### src/rtl/keypad_pkg.sv
// Shared types and helpers for the keypad encoder: debounce FSM state encoding,
// default debounce length and one-hot digit helpers.
package keypad_pkg;

    typedef enum logic [1:0] {
        ST_IDLE    = 2'd0,
        ST_PRESS   = 2'd1,
        ST_HELD    = 2'd2,
        ST_RELEASE = 2'd3
    } db_state_e;

    localparam int unsigned DEBOUNCE_DEFAULT = 4;

    function automatic logic [3:0] onehot10_to_bcd(input logic [9:0] v);
        logic [3:0] r;
        r = '0;
        for (int unsigned i = 0; i < 10; i++) begin
            if (v[i]) r = 4'(i);
        end
        return r;
    endfunction

    function automatic logic is_onehot10(input logic [9:0] v);
        return $onehot(v);
    endfunction

endpackage

### src/rtl/keypad_encoder_if.sv
// Raw keypad inputs and encoded pulse outputs of keypad_encoder.
// master = stimulus/upstream side, slave = the encoder.
interface keypad_encoder_if;
    logic [9:0] key;
    logic       startn;
    logic       stopn;
    logic [3:0] bcd;
    logic       key_valid;
    logic       key_error;
    logic       start_pulse;
    logic       stop_pulse;

    modport master (
        output key, startn, stopn,
        input  bcd, key_valid, key_error, start_pulse, stop_pulse
    );

    modport slave (
        input  key, startn, stopn,
        output bcd, key_valid, key_error, start_pulse, stop_pulse
    );
endinterface

### src/rtl/key_debouncer.sv
// Parameterised-width debounce FSM. o_accept is a strobe valid in the cycle the
// accepting sample is seen; o_snap is the pattern being accepted.
module key_debouncer
    import keypad_pkg::*;
#(
    parameter int unsigned WIDTH           = 10,
    parameter int unsigned DEBOUNCE_CYCLES = DEBOUNCE_DEFAULT
) (
    input  logic             clock,
    input  logic             reset,
    input  logic [WIDTH-1:0] i_sample,
    output logic             o_accept,
    output logic [WIDTH-1:0] o_snap
);
    localparam int unsigned CW = $clog2(DEBOUNCE_CYCLES + 1);
    localparam logic [CW-1:0] C_ONE = CW'(1);
    localparam logic [CW-1:0] C_MAX = CW'(DEBOUNCE_CYCLES);
    localparam logic          D_IS_ONE = (DEBOUNCE_CYCLES == 1);

    db_state_e        r_state, w_state_nxt;
    logic [CW-1:0]    r_cnt, w_cnt_nxt;
    logic [WIDTH-1:0] r_snap, w_snap_nxt;
    logic             w_nz, w_match, w_last;

    assign w_nz    = |i_sample;
    assign w_match = (i_sample == r_snap);
    assign w_last  = (r_cnt >= C_MAX - C_ONE);

    always_ff @(posedge clock) begin
        if (reset) begin
            r_state <= ST_IDLE;
            r_cnt   <= '0;
            r_snap  <= '0;
        end else begin
            r_state <= w_state_nxt;
            r_cnt   <= w_cnt_nxt;
            r_snap  <= w_snap_nxt;
        end
    end

    always_comb begin
        w_state_nxt = r_state;
        w_cnt_nxt   = r_cnt;
        w_snap_nxt  = r_snap;
        unique case (r_state)
            ST_IDLE: if (w_nz) begin
                w_snap_nxt  = i_sample;
                w_cnt_nxt   = C_ONE;
                w_state_nxt = D_IS_ONE ? ST_HELD : ST_PRESS;
            end
            ST_PRESS: begin
                if (!w_nz) begin
                    w_state_nxt = ST_IDLE;
                end else if (w_match) begin
                    // cnt counts accepted samples and saturates at D
                    if (w_last) begin
                        w_cnt_nxt   = C_MAX;
                        w_state_nxt = ST_HELD;
                    end else begin
                        w_cnt_nxt = r_cnt + C_ONE;
                    end
                end else begin
                    w_snap_nxt = i_sample;
                    w_cnt_nxt  = C_ONE;
                end
            end
            ST_HELD: if (!w_nz) begin
                w_cnt_nxt   = C_ONE;
                w_state_nxt = D_IS_ONE ? ST_IDLE : ST_RELEASE;
            end
            ST_RELEASE: begin
                if (w_nz) begin
                    w_state_nxt = ST_HELD;
                end else if (w_last) begin
                    w_cnt_nxt   = C_MAX;
                    w_state_nxt = ST_IDLE;
                end else begin
                    w_cnt_nxt = r_cnt + C_ONE;
                end
            end
            default: w_state_nxt = ST_IDLE;
        endcase
    end

    always_comb begin
        o_accept = 1'b0;
        o_snap   = r_snap;
        unique case (r_state)
            ST_IDLE: begin
                o_accept = w_nz && D_IS_ONE;
                o_snap   = i_sample;
            end
            ST_PRESS: o_accept = w_nz && w_match && w_last;
            default:  o_accept = 1'b0;
        endcase
    end

endmodule

### src/rtl/keypad_encoder.sv
// Debounces ten digit keys plus start/stop and emits registered one-cycle pulses.
// Define KEYPAD_SYNC_EN to add a two-flop synchronizer on every raw input.
module keypad_encoder
    import keypad_pkg::*;
#(
    parameter int unsigned DEBOUNCE_CYCLES = DEBOUNCE_DEFAULT
) (
    input  logic         clock,
    input  logic         reset,
    keypad_encoder_if.slave bus
);
    logic [9:0] w_k;
    logic       w_s, w_p;

`ifdef KEYPAD_SYNC_EN
    logic [11:0] r_sync1, r_sync2;

    // Buttons are inverted before syncing so a reset flop reads as "not pressed"
    always_ff @(posedge clock) begin
        if (reset) begin
            r_sync1 <= '0;
            r_sync2 <= '0;
        end else begin
            r_sync1 <= {~bus.stopn, ~bus.startn, bus.key};
            r_sync2 <= r_sync1;
        end
    end

    assign w_k = r_sync2[9:0];
    assign w_s = r_sync2[10];
    assign w_p = r_sync2[11];
`else
    assign w_k = bus.key;
    assign w_s = ~bus.startn;
    assign w_p = ~bus.stopn;
`endif

    logic       w_key_acc, w_start_acc, w_stop_acc;
    logic [9:0] w_key_snap;
    logic       w_start_snap, w_stop_snap;
    logic       w_unused_snaps;
    logic       w_onehot;

    key_debouncer #(.WIDTH(10), .DEBOUNCE_CYCLES(DEBOUNCE_CYCLES)) u_key (
        .clock(clock), .reset(reset), .i_sample(w_k),
        .o_accept(w_key_acc), .o_snap(w_key_snap)
    );

    key_debouncer #(.WIDTH(1), .DEBOUNCE_CYCLES(DEBOUNCE_CYCLES)) u_start (
        .clock(clock), .reset(reset), .i_sample(w_s),
        .o_accept(w_start_acc), .o_snap(w_start_snap)
    );

    key_debouncer #(.WIDTH(1), .DEBOUNCE_CYCLES(DEBOUNCE_CYCLES)) u_stop (
        .clock(clock), .reset(reset), .i_sample(w_p),
        .o_accept(w_stop_acc), .o_snap(w_stop_snap)
    );

    assign w_unused_snaps = w_start_snap ^ w_stop_snap;
    assign w_onehot       = is_onehot10(w_key_snap);

    logic [3:0] r_bcd;
    logic       r_key_valid, r_key_error, r_start_pulse, r_stop_pulse;

    always_ff @(posedge clock) begin
        if (reset) begin
            r_bcd         <= '0;
            r_key_valid   <= 1'b0;
            r_key_error   <= 1'b0;
            r_start_pulse <= 1'b0;
            r_stop_pulse  <= 1'b0;
        end else begin
            r_key_valid   <= w_key_acc && w_onehot;
            r_key_error   <= w_key_acc && !w_onehot;
            if (w_key_acc && w_onehot) r_bcd <= onehot10_to_bcd(w_key_snap);
            // A coincident start press is dropped; its FSM still proceeds to HELD
            r_stop_pulse  <= w_stop_acc;
            r_start_pulse <= w_start_acc && !w_stop_acc;
        end
    end

    assign bus.bcd         = r_bcd;
    assign bus.key_valid   = r_key_valid;
    assign bus.key_error   = r_key_error;
    assign bus.start_pulse = r_start_pulse;
    assign bus.stop_pulse  = r_stop_pulse;

endmodule
### src/flat_wrapper.sv
// flat-port wrapper written by rule: the top's interface ports become plain ports
module keypad_encoder_flat import keypad_pkg::*;
#(
    parameter int unsigned DEBOUNCE_CYCLES = DEBOUNCE_DEFAULT
)
  (clock, reset, bus_key, bus_startn, bus_stopn, bus_bcd, bus_key_valid, bus_key_error, bus_start_pulse, bus_stop_pulse);
  keypad_encoder_if bus_i ();
  input  logic clock;
  input  logic reset;
  input wire logic [$bits(bus_i.key)-1:0] bus_key;
  input wire logic [$bits(bus_i.startn)-1:0] bus_startn;
  input wire logic [$bits(bus_i.stopn)-1:0] bus_stopn;
  output wire logic [$bits(bus_i.bcd)-1:0] bus_bcd;
  output wire logic [$bits(bus_i.key_valid)-1:0] bus_key_valid;
  output wire logic [$bits(bus_i.key_error)-1:0] bus_key_error;
  output wire logic [$bits(bus_i.start_pulse)-1:0] bus_start_pulse;
  output wire logic [$bits(bus_i.stop_pulse)-1:0] bus_stop_pulse;
  assign bus_i.key = bus_key;
  assign bus_i.startn = bus_startn;
  assign bus_i.stopn = bus_stopn;
  assign bus_bcd = bus_i.bcd;
  assign bus_key_valid = bus_i.key_valid;
  assign bus_key_error = bus_i.key_error;
  assign bus_start_pulse = bus_i.start_pulse;
  assign bus_stop_pulse = bus_i.stop_pulse;
  keypad_encoder #(.DEBOUNCE_CYCLES(DEBOUNCE_CYCLES)) u_core (.clock(clock), .reset(reset), .bus(bus_i));
endmodule
### config.mk
export PLATFORM = sky130hd
export DESIGN_NAME = keypad_encoder_flat
export DESIGN_NICKNAME = d
export VERILOG_FILES = /design/src/rtl/keypad_pkg.sv /design/src/rtl/keypad_encoder_if.sv /design/src/rtl/key_debouncer.sv /design/src/rtl/keypad_encoder.sv /design/src/flat_wrapper.sv
export SDC_FILE = /design/constraint.sdc
export NUM_CORES = 1
export LEC_CHECK = 0
export ABC_AREA = 1
export CORE_UTILIZATION = 45
export CTS_CLUSTER_DIAMETER = 150
export DETAILED_ROUTE_END_ITERATION = 16
export PLACE_DENSITY = 0.76
export SYNTH_ARGS = -nofsm -noshare
export SYNTH_HDL_FRONTEND = slang
export SYNTH_HIERARCHICAL = 1
export SYNTH_SLANG_ARGS = --single-unit
### constraint.sdc
create_clock -name clock -period 3.7 [get_ports clock]
set_input_delay 0.74 -clock clock [delete_from_list [all_inputs] [get_ports clock]]
set_output_delay 0.74 -clock clock [all_outputs]
set_load 0.01 [all_outputs]
==> flow_summary.html <==
<table>
<tr><th>Metric</th><th>Value</th></tr>
<tr><th colspan="2">Outcome</th></tr>
<tr><td>Result of the run</td><td>finished with violations</td></tr>
<tr><td>Violations in the final reports</td><td>setup timing</td></tr>
<tr><th colspan="2">Finish</th></tr>
<tr><td>Share of post-route cells with drive strength above 1</td><td>roughly a quarter</td></tr>
<tr><td>Area taken by multi-input logic gates</td><td>between 1500 and 2000 um^2</td></tr>
<tr><td>Area growth syn-to-layout</td><td>32.6%</td></tr>
<tr><td>Filler Cell Count</td><td>between 400 and 500</td></tr>
<tr><td>Antenna cell count</td><td>0</td></tr>
<tr><td>Reg area</td><td>about 700 um^2</td></tr>
<tr><td>Nets</td><td>roughly 480</td></tr>
<tr><th colspan="2">Global routing</th></tr>
<tr><td>Global route overflow</td><td>0</td></tr>
<tr><td>Antenna violations before repair</td><td>0</td></tr>
<tr><td>Global-route wire length before repair</td><td>9830 um</td></tr>
<tr><td>Largest net degree at the start of global routing</td><td>16</td></tr>
<tr><td>Via count of the first global-routing pass</td><td>~2300</td></tr>
<tr><td>Overall routing resource usage</td><td>a little under a quarter</td></tr>
<tr><th colspan="2">STA</th></tr>
<tr><td>Max Freq</td><td>approximately 260 MHz</td></tr>
<tr><td>Min cycle time layout</td><td>~3800 ps</td></tr>
<tr><td>Final-report hold violation count</td><td>0</td></tr>
<tr><td>Final setup violating endpoints</td><td>4</td></tr>
<tr><td>Slew at the pin with the worst max-slew slack</td><td>631 ps</td></tr>
<tr><td>Max-slew headroom</td><td>a little under three fifths</td></tr>
<tr><td>Setup TNS Final</td><td>-429 ps</td></tr>
<tr><td>Post-route fraction of the period consumed by the critical path</td><td>104%</td></tr>
<tr><td>Worst-case clock skew</td><td>8.04 ps</td></tr>
<tr><td>Hold_ws</td><td>484 ps</td></tr>
<tr><td>Total count of max-transition violations in the final report</td><td>0</td></tr>
<tr><td>Final Worst Setup Slack</td><td>-137 ps</td></tr>
<tr><td>RSZ-0062 raised after global routing</td><td>true</td></tr>
<tr><th colspan="2">Die</th></tr>
<tr><td>Die area</td><td>~5700 um^2</td></tr>
<tr><td>Floorplan Core Area</td><td>5170 um^2</td></tr>
<tr><td>X dimension of the die</td><td>~76 um</td></tr>
<tr><td>FP Rows</td><td>26</td></tr>
<tr><td>I/O pin total</td><td>22</td></tr>
<tr><td>Die H</td><td>between 70 and 80 um</td></tr>
<tr><td>Starting density of the core</td><td>a little under half</td></tr>
<tr><th colspan="2">Pwr</th></tr>
<tr><td>PD cells</td><td>around 330 nW/um^2</td></tr>
<tr><td>Worst voltage drop across the vdd grid</td><td>~0.14 mV</td></tr>
<tr><td>Overall power</td><td>between 1 and 1.5 mW</td></tr>
<tr><td>Leakage</td><td>between 1.5 and 2 nW</td></tr>
<tr><th colspan="2">Synth</th></tr>
<tr><td>Synth Instances</td><td>around 380</td></tr>
<tr><td>Synth Area per Inst</td><td>6.49 um^2</td></tr>
<tr><td>Warnings, synthesis</td><td>6</td></tr>
<tr><td>Number of nets produced by synthesis</td><td>410</td></tr>
<tr><td>Post-synthesis instance area</td><td>2450 um^2</td></tr>
<tr><th colspan="2">Critical path</th></tr>
<tr><td>Most numerous cell on the critical path</td><td>buf_4</td></tr>
<tr><td>Capturing element type of the critical path</td><td>flip-flop</td></tr>
<tr><td>CP top delay family</td><td>buffers and inverters</td></tr>
<tr><td>Worst endpoint data arrival time</td><td>4020 ps</td></tr>
<tr><td>Worst path slowest cell</td><td>clkdlybuf4s15_1</td></tr>
<tr><td>Data required, critical path</td><td>approximately 3900 ps</td></tr>
<tr><td>Buf+Inv Stages, Crit Path</td><td>23</td></tr>
<tr><td>Crit Path Max Fanout</td><td>3</td></tr>
<tr><td>Classification of the worst setup path</td><td>primary input to flip-flop</td></tr>
<tr><td>Worst stage delay on the critical path</td><td>~190 ps</td></tr>
<tr><td>Setup crit start kind</td><td>primary input</td></tr>
<tr><th colspan="2">Drt</th></tr>
<tr><td>Via total after detailed routing</td><td>2442</td></tr>
<tr><td>Avg Vias per Cell</td><td>4.72</td></tr>
<tr><td>Routed Antenna Nets</td><td>0</td></tr>
<tr><td>Average routed wire per standard cell</td><td>11.6 um</td></tr>
<tr><td>Post-route DRC</td><td>0</td></tr>
<tr><td>First-pass DRT Iterations</td><td>4</td></tr>
<tr><td>Starting DRC count in detailed routing</td><td>approximately 160</td></tr>
<tr><td>Routed Wire Length</td><td>around 6000 um</td></tr>
<tr><th colspan="2">Placed design</th></tr>
<tr><td>Placer congestion estimate</td><td>~0.9</td></tr>
<tr><td>Number of buffers inserted by port buffering</td><td>21</td></tr>
<tr><td>Post-place setup slack</td><td>-697 ps</td></tr>
<tr><td>Half-perimeter wire length of the detailed placement result</td><td>roughly 3900 um</td></tr>
<tr><th colspan="2">Run</th></tr>
<tr><td>Max Cap Violations</td><td>0</td></tr>
<tr><th colspan="2">CTS</th></tr>
<tr><td>Root buf cell</td><td>clkbuf_8</td></tr>
<tr><td>Clk buf depth</td><td>2</td></tr>
<tr><td>Number of clock sinks seen by CTS</td><td>35</td></tr>
<tr><td>Number of buffers inserted during clock tree synthesis</td><td>5</td></tr>
<tr><td>Clock-pin slew reported for the worst setup and hold paths after clock tree synthesis</td><td>roughly 80 ps</td></tr>
<tr><td>CTS tree</td><td>built</td></tr>
<tr><td>Worst-skew pair later-pin latency</td><td>between 200 and 300 ps</td></tr>
<tr><td>Clock H-tree levels</td><td>2</td></tr>
<tr><th colspan="2">Hold path</th></tr>
<tr><td>Class of the worst hold path</td><td>flip-flop to flip-flop</td></tr>
</table>
[worst reg2reg max path: cells and delay by family (launching register included)]
| kind | cells | cell delay [ps] |
|---|---|---|
| flip-flops | 1 | 340 |
| AND/OR/NAND/NOR | 6 | 620 |
| buffers and inverters | 5 | 410 |
| adder cells (fa/ha/maj) | 5 | 2090 |
| AO/OA/AOI/OAI | 2 | 280 |
[final timing paths]
check                                              from              endpoint  slack, ps  cells after the start
worst max register to register  u_core/u_key/r_state[0]     u_core/bus.bcd[2]       -110                     18
worst max-delay path                         bus_key[7]     u_core/bus.bcd[2]       -140                     28
worst min-delay path               u_core/u_stop/r_snap  u_core/u_stop/r_snap        480                      2
worst min register to register     u_core/u_stop/r_snap  u_core/u_stop/r_snap        480                      2
[power breakdown]
part	switching [mW]	total, mW	internal, mW	leakage (nW)
clock network	0.141	0.272	0.132	0.0412
registers	0.0183	0.413	0.395	0.288
logic	0.212	0.389	0.176	1.32
total	0.371	1.07	0.703	1.65
[state kept, by name, indices dropped and copies added, names as in the netlist, named ones only]
name / cells
u_core/bus.bcd: 4
u_core/bus.key_error: 1
u_core/bus.key_valid: 1
u_core/bus.start_pulse: 1
u_core/bus.stop_pulse: 1
u_core/u_key/r_cnt: 3
u_core/u_key/r_snap: 10
u_core/u_key/r_state: 1
u_core/u_start/r_cnt: 3
u_core/u_start/r_snap: 1
u_core/u_start/r_state: 1
u_core/u_stop/r_cnt: 3
u_core/u_stop/r_snap: 1
u_core/u_stop/r_state: 1
[timing repair]
item,in CTS,in global routing
pin swaps,14,1
setup buffers,27,0
gates cloned,1,0
gates resized for setup,41,8
hold buffers,0,0
endpoints found under the setup margin,6,5
hold endpoints to repair,0,0
[cell type report]
class	instances	share of cell area, %
Clock buffer	6	2.23
Clock inverter	2	0.385
Inverter	76	8.93
Multi-Input combinational cell	261	46.7
Sequential cell	35	21.6
Tap cell	70	2.69
Timing Repair Buffer	67	17.4
[metal layers]
metal,track usage (%),vias to the layer above,routed length [um]
met1,27.2,1083,2700
met5,0,-,0
met4,12.8,0,235
met3,5.29,23,164
met2,38.5,43,2910
li1,-,1293,-
[layout by cell type (no fill, tap or decap)]
master           count
a21oi_2              1
or2_1                2
nand4_1              4
ha_2                 1
nor3_1               1
clkdlybuf4s50_1     15
nor3_2               1
dfxtp_1             33
o211ai_1             2
buf_2                5
nor2_1              51
nand2_1             86
fa_1                 6
ha_1                11
inv_1               61
clkinv_4             1
o21ai_1              1
buf_16               1
nand3_1             17
buf_6                1
nand2_2              9
o21ai_0             14
dfxtp_2              2
nor2_2               5
clkinv_2             1
a21oi_4              3
buf_12               1
clkbuf_8             5
buf_4               43
nor2_4               7
inv_2               14
clkdlybuf4s15_1      1
a21oi_1             22
clkbuf_1             1
clkinvlp_4           1
nand3_2             10
o21ai_2              3
xnor2_1              3
nand3_4              1
[per-stage QoR]
| stage | area [um^2] | cells | utilization, % |
|---|---|---|---|
| 2_1_floorplan | 2480 | 378 | - |
| 3_5_place_dp | 2880 | 481 | 55.6 |
| 3_3_place_gp | 2880 | 481 | 55.6 |
| 5_1_grt | 3250 | 517 | 62.9 |
| 6_report | 3250 | 517 | 62.9 |
| 4_1_cts | 3230 | 517 | 62.4 |
No activity file was read; power rests on OpenSTA's default activity.
